$ cat src/rtl/pe_feeder_if.sv
// Buffer, PE and control signals of the PE feeder bundled into one interface.
// The master modport is the feeder; the slave modport is the buffer/PE/controller side.
interface pe_feeder_if #(
   parameter int unsigned DATA_BITS   = 32,
   parameter int unsigned CONFIG_SIZE = 13,
   parameter int unsigned ADDR_BITS   = 10
);
   logic                   start;
   logic [CONFIG_SIZE-1:0] i_config;
   logic [ADDR_BITS-1:0]   filter_base;
   logic [ADDR_BITS-1:0]   ifmap_base;
   logic [ADDR_BITS-1:0]   ipsum_base;
   logic [ADDR_BITS-1:0]   opsum_base;
   logic                   rd_en;
   logic [ADDR_BITS-1:0]   rd_addr;
   logic [DATA_BITS-1:0]   rd_data;
   logic                   wr_en;
   logic [ADDR_BITS-1:0]   wr_addr;
   logic [DATA_BITS-1:0]   wr_data;
   logic                   PE_en;
   logic [CONFIG_SIZE-1:0] o_config;
   logic [DATA_BITS-1:0]   filter;
   logic [DATA_BITS-1:0]   ifmap;
   logic [DATA_BITS-1:0]   ipsum;
   logic                   filter_valid;
   logic                   ifmap_valid;
   logic                   ipsum_valid;
   logic                   filter_ready;
   logic                   ifmap_ready;
   logic                   ipsum_ready;
   logic [DATA_BITS-1:0]   opsum;
   logic                   opsum_valid;
   logic                   opsum_ready;
   logic                   busy;
   logic                   done;

   modport master (
      input  start, i_config, filter_base, ifmap_base, ipsum_base, opsum_base, rd_data,
             filter_ready, ifmap_ready, ipsum_ready, opsum, opsum_valid,
      output rd_en, rd_addr, wr_en, wr_addr, wr_data, PE_en, o_config, filter, ifmap, ipsum,
             filter_valid, ifmap_valid, ipsum_valid, opsum_ready, busy, done
   );

   modport slave (
      output start, i_config, filter_base, ifmap_base, ipsum_base, opsum_base, rd_data,
             filter_ready, ifmap_ready, ipsum_ready, opsum, opsum_valid,
      input  rd_en, rd_addr, wr_en, wr_addr, wr_data, PE_en, o_config, filter, ifmap, ipsum,
             filter_valid, ifmap_valid, ipsum_valid, opsum_ready, busy, done
   );
endinterface

$ cat src/rtl/pe_feeder.sv
// Sequences one PE job per start pulse: config, filter words, then per column ifmap/ipsum
// words out of the buffer and opsum words back into it.
module pe_feeder #(
   parameter int unsigned DATA_BITS   = 32,
   parameter int unsigned CONFIG_SIZE = 13,
   parameter int unsigned ADDR_BITS   = 10
) (
   input logic         clk,
   input logic         rst,
   pe_feeder_if.master bus
);

   typedef enum logic [2:0] {StIdle, StCfg, StFilter, StIfmap, StIpsum, StOpsum, StDone} state_e;
   // PhWait is the cycle in which the buffer presents rd_data for the previous request.
   typedef enum logic [1:0] {PhFetch, PhWait, PhHold} phase_e;

   state_e                 state_q, state_d, xfer_next;
   phase_e                 phase_q, phase_d;
   logic [CONFIG_SIZE-1:0] cfg_q, cfg_d;
   logic [4:0]             cnt_q, cnt_d, col_q, col_d;
   logic [ADDR_BITS-1:0]   ptr_q, ptr_d;
   logic [DATA_BITS-1:0]   filter_q, ifmap_q, ipsum_q;

   logic [2:0]           p, q, rs, nps;
   logic [4:0]           f, n_words;
   logic                 last, chan_ready;
   logic [ADDR_BITS-1:0] col_off, xfer_addr;

   assign p       = 3'(cfg_q[8:7]) + 3'd1;
   assign q       = 3'(cfg_q[1:0]) + 3'd1;
   assign rs      = 3'(cfg_q[11:10]) + 3'd1;
   assign f       = cfg_q[6:2];
   assign nps     = cfg_q[12] ? q : p;
   assign col_off = ADDR_BITS'(col_q) * ADDR_BITS'(nps) + ADDR_BITS'(cnt_q);
   assign last    = (cnt_q == n_words - 5'd1);

   // Per-state word count, handshake source, read address and successor.
   always_comb begin
      n_words    = 5'd1;
      chan_ready = 1'b0;
      xfer_addr  = '0;
      xfer_next  = StIdle;
      case (state_q)
         StFilter: begin
            n_words    = 5'(p) * 5'(rs);
            chan_ready = bus.filter_ready;
            xfer_addr  = bus.filter_base + ADDR_BITS'(cnt_q);
            xfer_next  = StIfmap;
         end
         StIfmap: begin
            n_words    = (col_q == 5'd0) ? 5'(rs) : 5'd1;
            chan_ready = bus.ifmap_ready;
            xfer_addr  = bus.ifmap_base + ptr_q;
            xfer_next  = StIpsum;
         end
         StIpsum: begin
            n_words    = 5'(nps);
            chan_ready = bus.ipsum_ready;
            xfer_addr  = bus.ipsum_base + col_off;
            xfer_next  = StOpsum;
         end
         StOpsum: n_words = 5'(nps);
         default: ;
      endcase
   end

   always_comb begin
      state_d         = state_q;
      phase_d         = phase_q;
      cfg_d           = cfg_q;
      cnt_d           = cnt_q;
      col_d           = col_q;
      ptr_d           = ptr_q;
      bus.rd_en       = 1'b0;
      bus.rd_addr     = '0;
      bus.wr_en       = 1'b0;
      bus.wr_addr     = '0;
      bus.wr_data     = '0;
      bus.opsum_ready = 1'b0;
      unique case (state_q)
         StIdle: begin
            if (bus.start) begin
               cfg_d   = bus.i_config;
               cnt_d   = '0;
               col_d   = '0;
               ptr_d   = '0;
               state_d = StCfg;
            end
         end
         StCfg: begin
            phase_d = PhFetch;
            state_d = StFilter;
         end
         StFilter, StIfmap, StIpsum: begin
            unique case (phase_q)
               PhFetch: begin
                  bus.rd_en   = 1'b1;
                  bus.rd_addr = xfer_addr;
                  phase_d     = PhWait;
               end
               PhWait: phase_d = PhHold;
               PhHold: begin
                  if (chan_ready) begin
                     phase_d = PhFetch;
                     if (state_q == StIfmap) ptr_d = ptr_q + ADDR_BITS'(1);
                     if (last) begin
                        cnt_d   = '0;
                        state_d = xfer_next;
                     end else begin
                        cnt_d = cnt_q + 5'd1;
                     end
                  end
               end
               default: phase_d = PhFetch;
            endcase
         end
         StOpsum: begin
            bus.opsum_ready = 1'b1;
            if (bus.opsum_valid) begin
               bus.wr_en   = 1'b1;
               bus.wr_addr = bus.opsum_base + col_off;
               bus.wr_data = bus.opsum;
               if (last) begin
                  cnt_d = '0;
                  if (col_q == f) begin
                     state_d = StDone;
                  end else begin
                     col_d   = col_q + 5'd1;
                     phase_d = PhFetch;
                     state_d = StIfmap;
                  end
               end else begin
                  cnt_d = cnt_q + 5'd1;
               end
            end
         end
         StDone: state_d = StIdle;
         default: state_d = StIdle;
      endcase
   end

   always_ff @(posedge clk) begin
      if (rst) begin
         state_q  <= StIdle;
         phase_q  <= PhFetch;
         cfg_q    <= '0;
         cnt_q    <= '0;
         col_q    <= '0;
         ptr_q    <= '0;
         filter_q <= '0;
         ifmap_q  <= '0;
         ipsum_q  <= '0;
      end else begin
         state_q <= state_d;
         phase_q <= phase_d;
         cfg_q   <= cfg_d;
         cnt_q   <= cnt_d;
         col_q   <= col_d;
         ptr_q   <= ptr_d;
         if (phase_q == PhWait) begin
            if (state_q == StFilter) filter_q <= bus.rd_data;
            if (state_q == StIfmap)  ifmap_q  <= bus.rd_data;
            if (state_q == StIpsum)  ipsum_q  <= bus.rd_data;
         end
      end
   end

   assign bus.filter       = filter_q;
   assign bus.ifmap        = ifmap_q;
   assign bus.ipsum        = ipsum_q;
   assign bus.filter_valid = (state_q == StFilter) && (phase_q == PhHold);
   assign bus.ifmap_valid  = (state_q == StIfmap) && (phase_q == PhHold);
   assign bus.ipsum_valid  = (state_q == StIpsum) && (phase_q == PhHold);
   assign bus.PE_en        = (state_q == StCfg);
   assign bus.o_config     = cfg_q;
   assign bus.busy         = (state_q != StIdle);
   assign bus.done         = (state_q == StDone);

endmodule

$ cat src/flat_wrapper.sv
// flat-port wrapper written by rule: the top's interface ports become plain ports
module pe_feeder_flat 
#(
   parameter int unsigned DATA_BITS   = 32,
   parameter int unsigned CONFIG_SIZE = 13,
   parameter int unsigned ADDR_BITS   = 10
)
  (clk, rst, bus_start, bus_i_config, bus_filter_base, bus_ifmap_base, bus_ipsum_base, bus_opsum_base, bus_rd_data, bus_filter_ready, bus_ifmap_ready, bus_ipsum_ready, bus_opsum, bus_opsum_valid, bus_rd_en, bus_rd_addr, bus_wr_en, bus_wr_addr, bus_wr_data, bus_PE_en, bus_o_config, bus_filter, bus_ifmap, bus_ipsum, bus_filter_valid, bus_ifmap_valid, bus_ipsum_valid, bus_opsum_ready, bus_busy, bus_done);
  pe_feeder_if #(.DATA_BITS(DATA_BITS), .CONFIG_SIZE(CONFIG_SIZE), .ADDR_BITS(ADDR_BITS)) bus_i ();
  input logic clk;
  input logic rst;
  input wire logic [$bits(bus_i.start)-1:0] bus_start;
  input wire logic [$bits(bus_i.i_config)-1:0] bus_i_config;
  input wire logic [$bits(bus_i.filter_base)-1:0] bus_filter_base;
  input wire logic [$bits(bus_i.ifmap_base)-1:0] bus_ifmap_base;
  input wire logic [$bits(bus_i.ipsum_base)-1:0] bus_ipsum_base;
  input wire logic [$bits(bus_i.opsum_base)-1:0] bus_opsum_base;
  input wire logic [$bits(bus_i.rd_data)-1:0] bus_rd_data;
  input wire logic [$bits(bus_i.filter_ready)-1:0] bus_filter_ready;
  input wire logic [$bits(bus_i.ifmap_ready)-1:0] bus_ifmap_ready;
  input wire logic [$bits(bus_i.ipsum_ready)-1:0] bus_ipsum_ready;
  input wire logic [$bits(bus_i.opsum)-1:0] bus_opsum;
  input wire logic [$bits(bus_i.opsum_valid)-1:0] bus_opsum_valid;
  output wire logic [$bits(bus_i.rd_en)-1:0] bus_rd_en;
  output wire logic [$bits(bus_i.rd_addr)-1:0] bus_rd_addr;
  output wire logic [$bits(bus_i.wr_en)-1:0] bus_wr_en;
  output wire logic [$bits(bus_i.wr_addr)-1:0] bus_wr_addr;
  output wire logic [$bits(bus_i.wr_data)-1:0] bus_wr_data;
  output wire logic [$bits(bus_i.PE_en)-1:0] bus_PE_en;
  output wire logic [$bits(bus_i.o_config)-1:0] bus_o_config;
  output wire logic [$bits(bus_i.filter)-1:0] bus_filter;
  output wire logic [$bits(bus_i.ifmap)-1:0] bus_ifmap;
  output wire logic [$bits(bus_i.ipsum)-1:0] bus_ipsum;
  output wire logic [$bits(bus_i.filter_valid)-1:0] bus_filter_valid;
  output wire logic [$bits(bus_i.ifmap_valid)-1:0] bus_ifmap_valid;
  output wire logic [$bits(bus_i.ipsum_valid)-1:0] bus_ipsum_valid;
  output wire logic [$bits(bus_i.opsum_ready)-1:0] bus_opsum_ready;
  output wire logic [$bits(bus_i.busy)-1:0] bus_busy;
  output wire logic [$bits(bus_i.done)-1:0] bus_done;
  assign bus_i.start = bus_start;
  assign bus_i.i_config = bus_i_config;
  assign bus_i.filter_base = bus_filter_base;
  assign bus_i.ifmap_base = bus_ifmap_base;
  assign bus_i.ipsum_base = bus_ipsum_base;
  assign bus_i.opsum_base = bus_opsum_base;
  assign bus_i.rd_data = bus_rd_data;
  assign bus_i.filter_ready = bus_filter_ready;
  assign bus_i.ifmap_ready = bus_ifmap_ready;
  assign bus_i.ipsum_ready = bus_ipsum_ready;
  assign bus_i.opsum = bus_opsum;
  assign bus_i.opsum_valid = bus_opsum_valid;
  assign bus_rd_en = bus_i.rd_en;
  assign bus_rd_addr = bus_i.rd_addr;
  assign bus_wr_en = bus_i.wr_en;
  assign bus_wr_addr = bus_i.wr_addr;
  assign bus_wr_data = bus_i.wr_data;
  assign bus_PE_en = bus_i.PE_en;
  assign bus_o_config = bus_i.o_config;
  assign bus_filter = bus_i.filter;
  assign bus_ifmap = bus_i.ifmap;
  assign bus_ipsum = bus_i.ipsum;
  assign bus_filter_valid = bus_i.filter_valid;
  assign bus_ifmap_valid = bus_i.ifmap_valid;
  assign bus_ipsum_valid = bus_i.ipsum_valid;
  assign bus_opsum_ready = bus_i.opsum_ready;
  assign bus_busy = bus_i.busy;
  assign bus_done = bus_i.done;
  pe_feeder #(.DATA_BITS(DATA_BITS), .CONFIG_SIZE(CONFIG_SIZE), .ADDR_BITS(ADDR_BITS)) u_core (.clk(clk), .rst(rst), .bus(bus_i));
endmodule
$ cat config.mk
export PLATFORM = sky130hd
export DESIGN_NAME = pe_feeder_flat
export DESIGN_NICKNAME = d
export VERILOG_FILES = /design/src/rtl/pe_feeder_if.sv /design/src/rtl/pe_feeder.sv /design/src/flat_wrapper.sv
export SDC_FILE = /design/constraint.sdc
export NUM_CORES = 1
export LEC_CHECK = 0
export ABC_AREA = 0
export CAP_MARGIN = 40
export CORE_MARGIN = 2
export CORE_UTILIZATION = 40
export CTS_BUF_LIST = sky130_fd_sc_hd__clkbuf_8
export DETAILED_ROUTE_END_ITERATION = 8
export GPL_ROUTABILITY_DRIVEN = 0
export PLACE_DENSITY_LB_ADDON = 0.05
export SLEW_MARGIN = 10
export SYNTH_ARGS = -nofsm -noshare
export SYNTH_HDL_FRONTEND = slang
export SYNTH_SLANG_ARGS = --single-unit
$ cat constraint.sdc
create_clock -name clk -period 5.74 [get_ports clk]
set_clock_uncertainty 0.2 [all_clocks]
set_input_delay 0.861 -clock clk [delete_from_list [all_inputs] [get_ports clk]]
set_output_delay 0.861 -clock clk [all_outputs]
set_load 0.02 [all_outputs]
# [Yosys cells after proc, flatten, opt, wreduce, memory -nomap -nowiden]
# Cells that the tools add are included.
[op_classes] addsub=12 mul=2 n_div=0 magnitude_cmp=0 n_eq_ne=19 n_shift=0 mux=46 bitwise=0 n_reduce_logical=22
[ops] operator="10-bit two-way mux" n=8
[ops] operator="32-bit two-way mux" n=2
[ops] operator="5-bit two-way mux" n=8
[ops] operator="10-bit adder" n=3
[ops] operator="10-bit case mux with 3 select lines" n=1
[ops] operator="5-bit case mux with 3 select lines" n=2
[ops] operator="3-bit two-way mux" n=9
[ops] operator="10-bit case mux with 2 select lines" n=1
[ops] operator="5-bit AND reduction" n=4
[ops] operator="2-bit case mux with 3 select lines" n=2
[ops] operator="3-bit case mux with 4 select lines" n=1
[ops] operator="10-bit by 1-bit adder with 10-bit output, second input constant" n=1
[ops] operator="10-bit by 5-bit adder with 10-bit output" n=1
[ops] operator="5-bit by 1-bit adder with 5-bit output, second input constant" n=2
[ops] operator="5-bit equality test" n=2
[ops] operator="2-bit by 1-bit != test with 1-bit output, second input constant" n=5
[ops] operator="5-bit case mux with 2 select lines" n=1
[ops] operator="2-bit by 1-bit adder with 3-bit output, second input constant" n=3
[ops] operator="8-bit by 5-bit adder with 9-bit output" n=1
[ops] operator="3-bit equality test, second input constant" n=3
[ops] operator="3-bit case mux with 3 select lines" n=1
[ops] operator="3-bit nonzero test" n=3
[ops] operator="5-bit by 3-bit multiplier with 8-bit output" n=1
[ops] operator="2-bit two-way mux" n=4
[ops] operator="19 further kinds" n=32
[word_totals] register_bits=134 latch_bits=0 ram_bits=0 mem_bits_ro=0 input_bits=124 output_inout_bits=170 elab_cells=110 mem_count=0

# [Logic depth before layout (Yosys ltp)]
[depth] word_depth=9 depth_mapped=20 ltp_nobuf=20

# [Worst setup path after synthesis]
# No wires, ideal clock.
[synth_path] kind="reg2out" startpoint="reg u_core.cfg_q[7] (netlist: u_core.bus.o_config[7])" endpoint="out bus_rd_addr[9]" arrival_ps=4725 required_ps=4679 path_slack_ps=-46 path_stages_with_launch=20 cell_sequence="dfxtp_1 -> ha_1 -> mux2i_1 -> nand2b_1 -> fa_1 -> inv_1 -> fa_1 -> ha_1 -> a21o_1 -> a21oi_1 -> o21bai_1 -> a21oi_1 -> xnor2_1 -> ha_1 -> a2111oi_0 -> nor3_1 -> a31oi_1 -> xnor2_1 -> a22oi_1 -> a21oi_1"
[synth_between] elab_chain_len=8
[synth_lines] item="from (decl)" line="pe_feeder.sv:19" rtl="logic [CONFIG_SIZE-1:0] cfg_q, cfg_d;"
[synth_lines] item="from (signal assigned)" line="pe_feeder.sv:156" rtl="cfg_q <= cfg_d;"
[synth_lines] item="2-bit by 1-bit adder with 3-bit output" line="pe_feeder.sv:29" rtl="assign p = 3'(cfg_q[8:7]) + 3'd1;"
[synth_lines] item="3-bit two-way mux" line="pe_feeder.sv:33" rtl="assign nps = cfg_q[12] ? q : p;"
[synth_lines] item="5-bit by 3-bit multiplier with 8-bit output" line="pe_feeder.sv:34" rtl="assign col_off = ADDR_BITS'(col_q) * ADDR_BITS'(nps) + ADDR_BITS'(cnt_q);"
[synth_lines] item="8-bit by 5-bit adder with 9-bit output" line="pe_feeder.sv:34"
[synth_lines] item="10-bit adder" line="pe_feeder.sv:59" rtl="xfer_addr = bus.ipsum_base + col_off;"
[synth_lines] item="10-bit case mux with 3 select lines" line="pe_feeder.sv:43" rtl="case (state_q)"
[synth_lines] item="10-bit two-way mux" line="pe_feeder.sv:95" rtl="unique case (phase_q)"
[synth_lines] item="10-bit two-way mux" line="pe_feeder.sv:80" rtl="unique case (state_q)"
[synth_lines] item="to (decl)" line="flat_wrapper.sv:25" rtl="output wire logic [$bits(bus_i.rd_addr)-1:0] bus_rd_addr;"
# Every way passes these cells.

# [Worst setup path after layout]
[layout_path] startpoint="reg u_core.cfg_q[8] (netlist: u_core.bus.o_config[8])" endpoint="out bus_rd_addr[9]"
# Same word-level chain as after synthesis.

==> out/metrics.csv <==
metric,value,unit
outcome,finished with violations,
violated checks,negative setup slack,
grt met2 use,43.9,%
Post-Syn Area,0.00777,mm²
Top Usage Layer GRT,met2,
Synth area leaders,"dfxtp_1, nand2_1, a21oi_1",
Max Root-Sink Buffers,2,
cell with the most instances after synthesis,nand2_1,
"Clk Latency, worst-skew pair",0.46,ns
first-pass GRT wire length,40900,µm
largest net degree at the start of global routing,72,
die area,0.0206,mm²
pwr/cell area,221,mW/mm²
grt met3 use,7.33,%
final setup vio count,2,
# hold bufs at CTS,0,
Slew @ Worst Pin,0.852,ns
RSZ-0062 raised after global routing,yes,
area share of the largest cell type after synthesis,34.5,%
Num Clock Sinks,134,
number of antenna diodes,0,
Leak,4.86,nW
Final Hold Viols,0,
Synth Flop Type,dfxtp_1,
WL per Instance,16.7,µm
Syn Area/Cell,7.73,µm²
die height,143,µm
Final ANT Viol Nets,0,
placed instance count,1568,
final hold slack,0.256,ns
startpoint type of the worst setup path,flop,
FP Rows,50,
Port Buf Inserts,293,
CTS tree,done,
via/cell ratio,5.08,
min-delay worst type,flop to flop,
Post-Syn Nets,1199,
Non-Filler Instances,1605,
most instantiated cells after synthesis,"nand2_1, a21oi_1, dfxtp_1",
CP Capture Type,output pin,
achievable clock frequency,173,MHz
fin nets,1527,
Iter 0 DRT Violations,378,
Initial Util,41.1,%
Final period util,100,%
CTS Buf Count,17,
Core ar.,0.0189,mm²
initial antenna violation count,0,
number of flops mapped to enable cells by yosys,0,
layout cells sized above 1,13.5,%
Synth area leader,dfxtp_1,
die width,143,µm
"Reg clk slew, reported paths",0.08,ns
CP required,4.68,ns
Ports,294,
synthesized flop and latch total,134,
final setup margin,-0.0284,ns
"Seq/Total Area, Yosys",34.5,%
max-cap violations,0,
Post-Syn Instances,1005,
CTS Root Cell,clkbuf_8,
Rel. slew slack,43.1,%
synth unique cells,57,
drc violations,0,
CP Class,flop to output pin,
"Data arrival, critical path",4.71,ns
VDD IR max,152,µV
Post-synth ARST share,0,%
final WL,26800,µm
hpwl dp,19700,µm
P&R area growth vs syn,56.7,%
worst-path maximum fanout,3,
routed via count,8159,
Syn. warnings,0,
pre-CTS setup slack,-0.414,ns
min Tclk post-route,5.77,ns
grt met1 use,30.9,%
total gr overflow,0,
vias in the first global route,7900,
Max Slew Vio Count,0,
H-tree depth,4,
Pwr Total,2.70,mW
Total Routing Usage GR,25.4,%
drt pass-1 iters,5,
metrics by stage:
stage	area [µm²]	TNS, ns	util [%]
2_1_floorplan	7780	0	-
3_3_place_gp	11300	-1.64	59.8
3_5_place_dp	11300	-1.95	59.9
4_1_cts	12000	-0.0482	63.5
5_1_grt	12200	-1.14	64.5
6_report	12200	-0.0431	64.5
flip-flops by register name (all words and copies together), names as in the netlist:
name and flops:
u_core.bus.filter 32, u_core.ptr_q 10, u_core.bus.ipsum 32, u_core.col_q 5
u_core.bus.ifmap 32, u_core.bus.o_config 13, u_core.phase_q 2, u_core.cnt_q 5
u_core.state_q 3
cells in the final DEF (no fill, tap or decap), types with 6 or more instances in the layout:
cell | netlist | final
clkdlybuf4s50_1 | 0 | 279
nand2_1 | 251 | 250
a21oi_1 | 152 | 141
dfxtp_1 | 134 | 129
buf_4 | 1 | 64
ha_1 | 57 | 46
nor2_1 | 48 | 44
and3_1 | 38 | 38
inv_1 | 36 | 32
xnor2_1 | 31 | 25
xor2_1 | 22 | 22
clkbuf_8 | 0 | 17
nand3_1 | 15 | 15
a21o_1 | 15 | 15
nor2b_1 | 16 | 14
o21ai_0 | 21 | 14
and2_1 | 14 | 12
a21oi_2 | 1 | 12
fa_1 | 13 | 12
nor3_1 | 13 | 11
ha_4 | 0 | 10
or3_1 | 8 | 8
buf_6 | 0 | 8
nand2b_1 | 7 | 6
final timing paths:
path	startpoint	end	slack (ns)	cells past startpoint
worst max-delay path	u_core.bus.o_config[8]	bus_rd_addr[9]	-0.03	20
worst min-delay path	u_core.bus.filter[10]	u_core.bus.filter[10]	0.26	2
worst max register to register	u_core.bus.o_config[10]	u_core.state_q[0]	1.09	13
worst min register to register	u_core.bus.filter[10]	u_core.bus.filter[10]	0.26	2
where the power goes:
group          switching [mW]  internal (mW)  leakage, nW  total (mW)
Clock                   0.413          0.397        0.194       0.809
Sequential             0.0608          0.970         1.08        1.03
Combinational           0.478          0.380         3.58       0.858
Total                   0.951           1.75         4.86        2.70
metal layers:
metal,vias to the layer above,share of wire (%)
met1,3797,42
met2,273,49
li1,4051,-
met4,0,2.0
met3,38,7.9
met5,-,0
critical path, cell delays in order, from the launching register on:
cell and delay, ns:
dfxtp_2 0.34, ha_4 0.24, mux2i_4 0.16, nand2b_4 0.15, fa_1 0.40, inv_1 0.08
fa_1 0.45, ha_1 0.29, a21o_1 0.17, a21oi_2 0.16, o21bai_1 0.09, a21oi_2 0.21
nor2b_1 0.07, o21a_1 0.22, ha_1 0.30, a21o_1 0.22, a31oi_4 0.17, xnor2_2 0.14
a22oi_2 0.07, a21oi_2 0.16, buf_4 0.16
cells by family after synthesis:
group	synth area share, %
buffers and inverters	4.25
AO/OA/AOI/OAI	16.4
XOR/XNOR	6.18
adder cells (fa/ha/maj)	12.5
AND/OR/NAND/NOR	25.1
multiplexers	1.06
flip-flops	34.5
repair_timing:
action / 4_1_cts / 5_1_grt
resized for setup: 94 / 44
setup buffers: 4 / 2
setup endpoints to repair: 13 / 12
pin swaps: 33 / 29
final cells by class:
cell class | instances | area [µm²]
inverters | 36 | 135
clock inverters | 14 | 166
flip-flops and latches | 134 | 2690
multi-input cells | 785 | 5180
clock buffers | 17 | 234
well taps | 260 | 325
repair buffers | 359 | 3440
fillers | 1705 | 6710
Power figures use the tool's default switching activity.
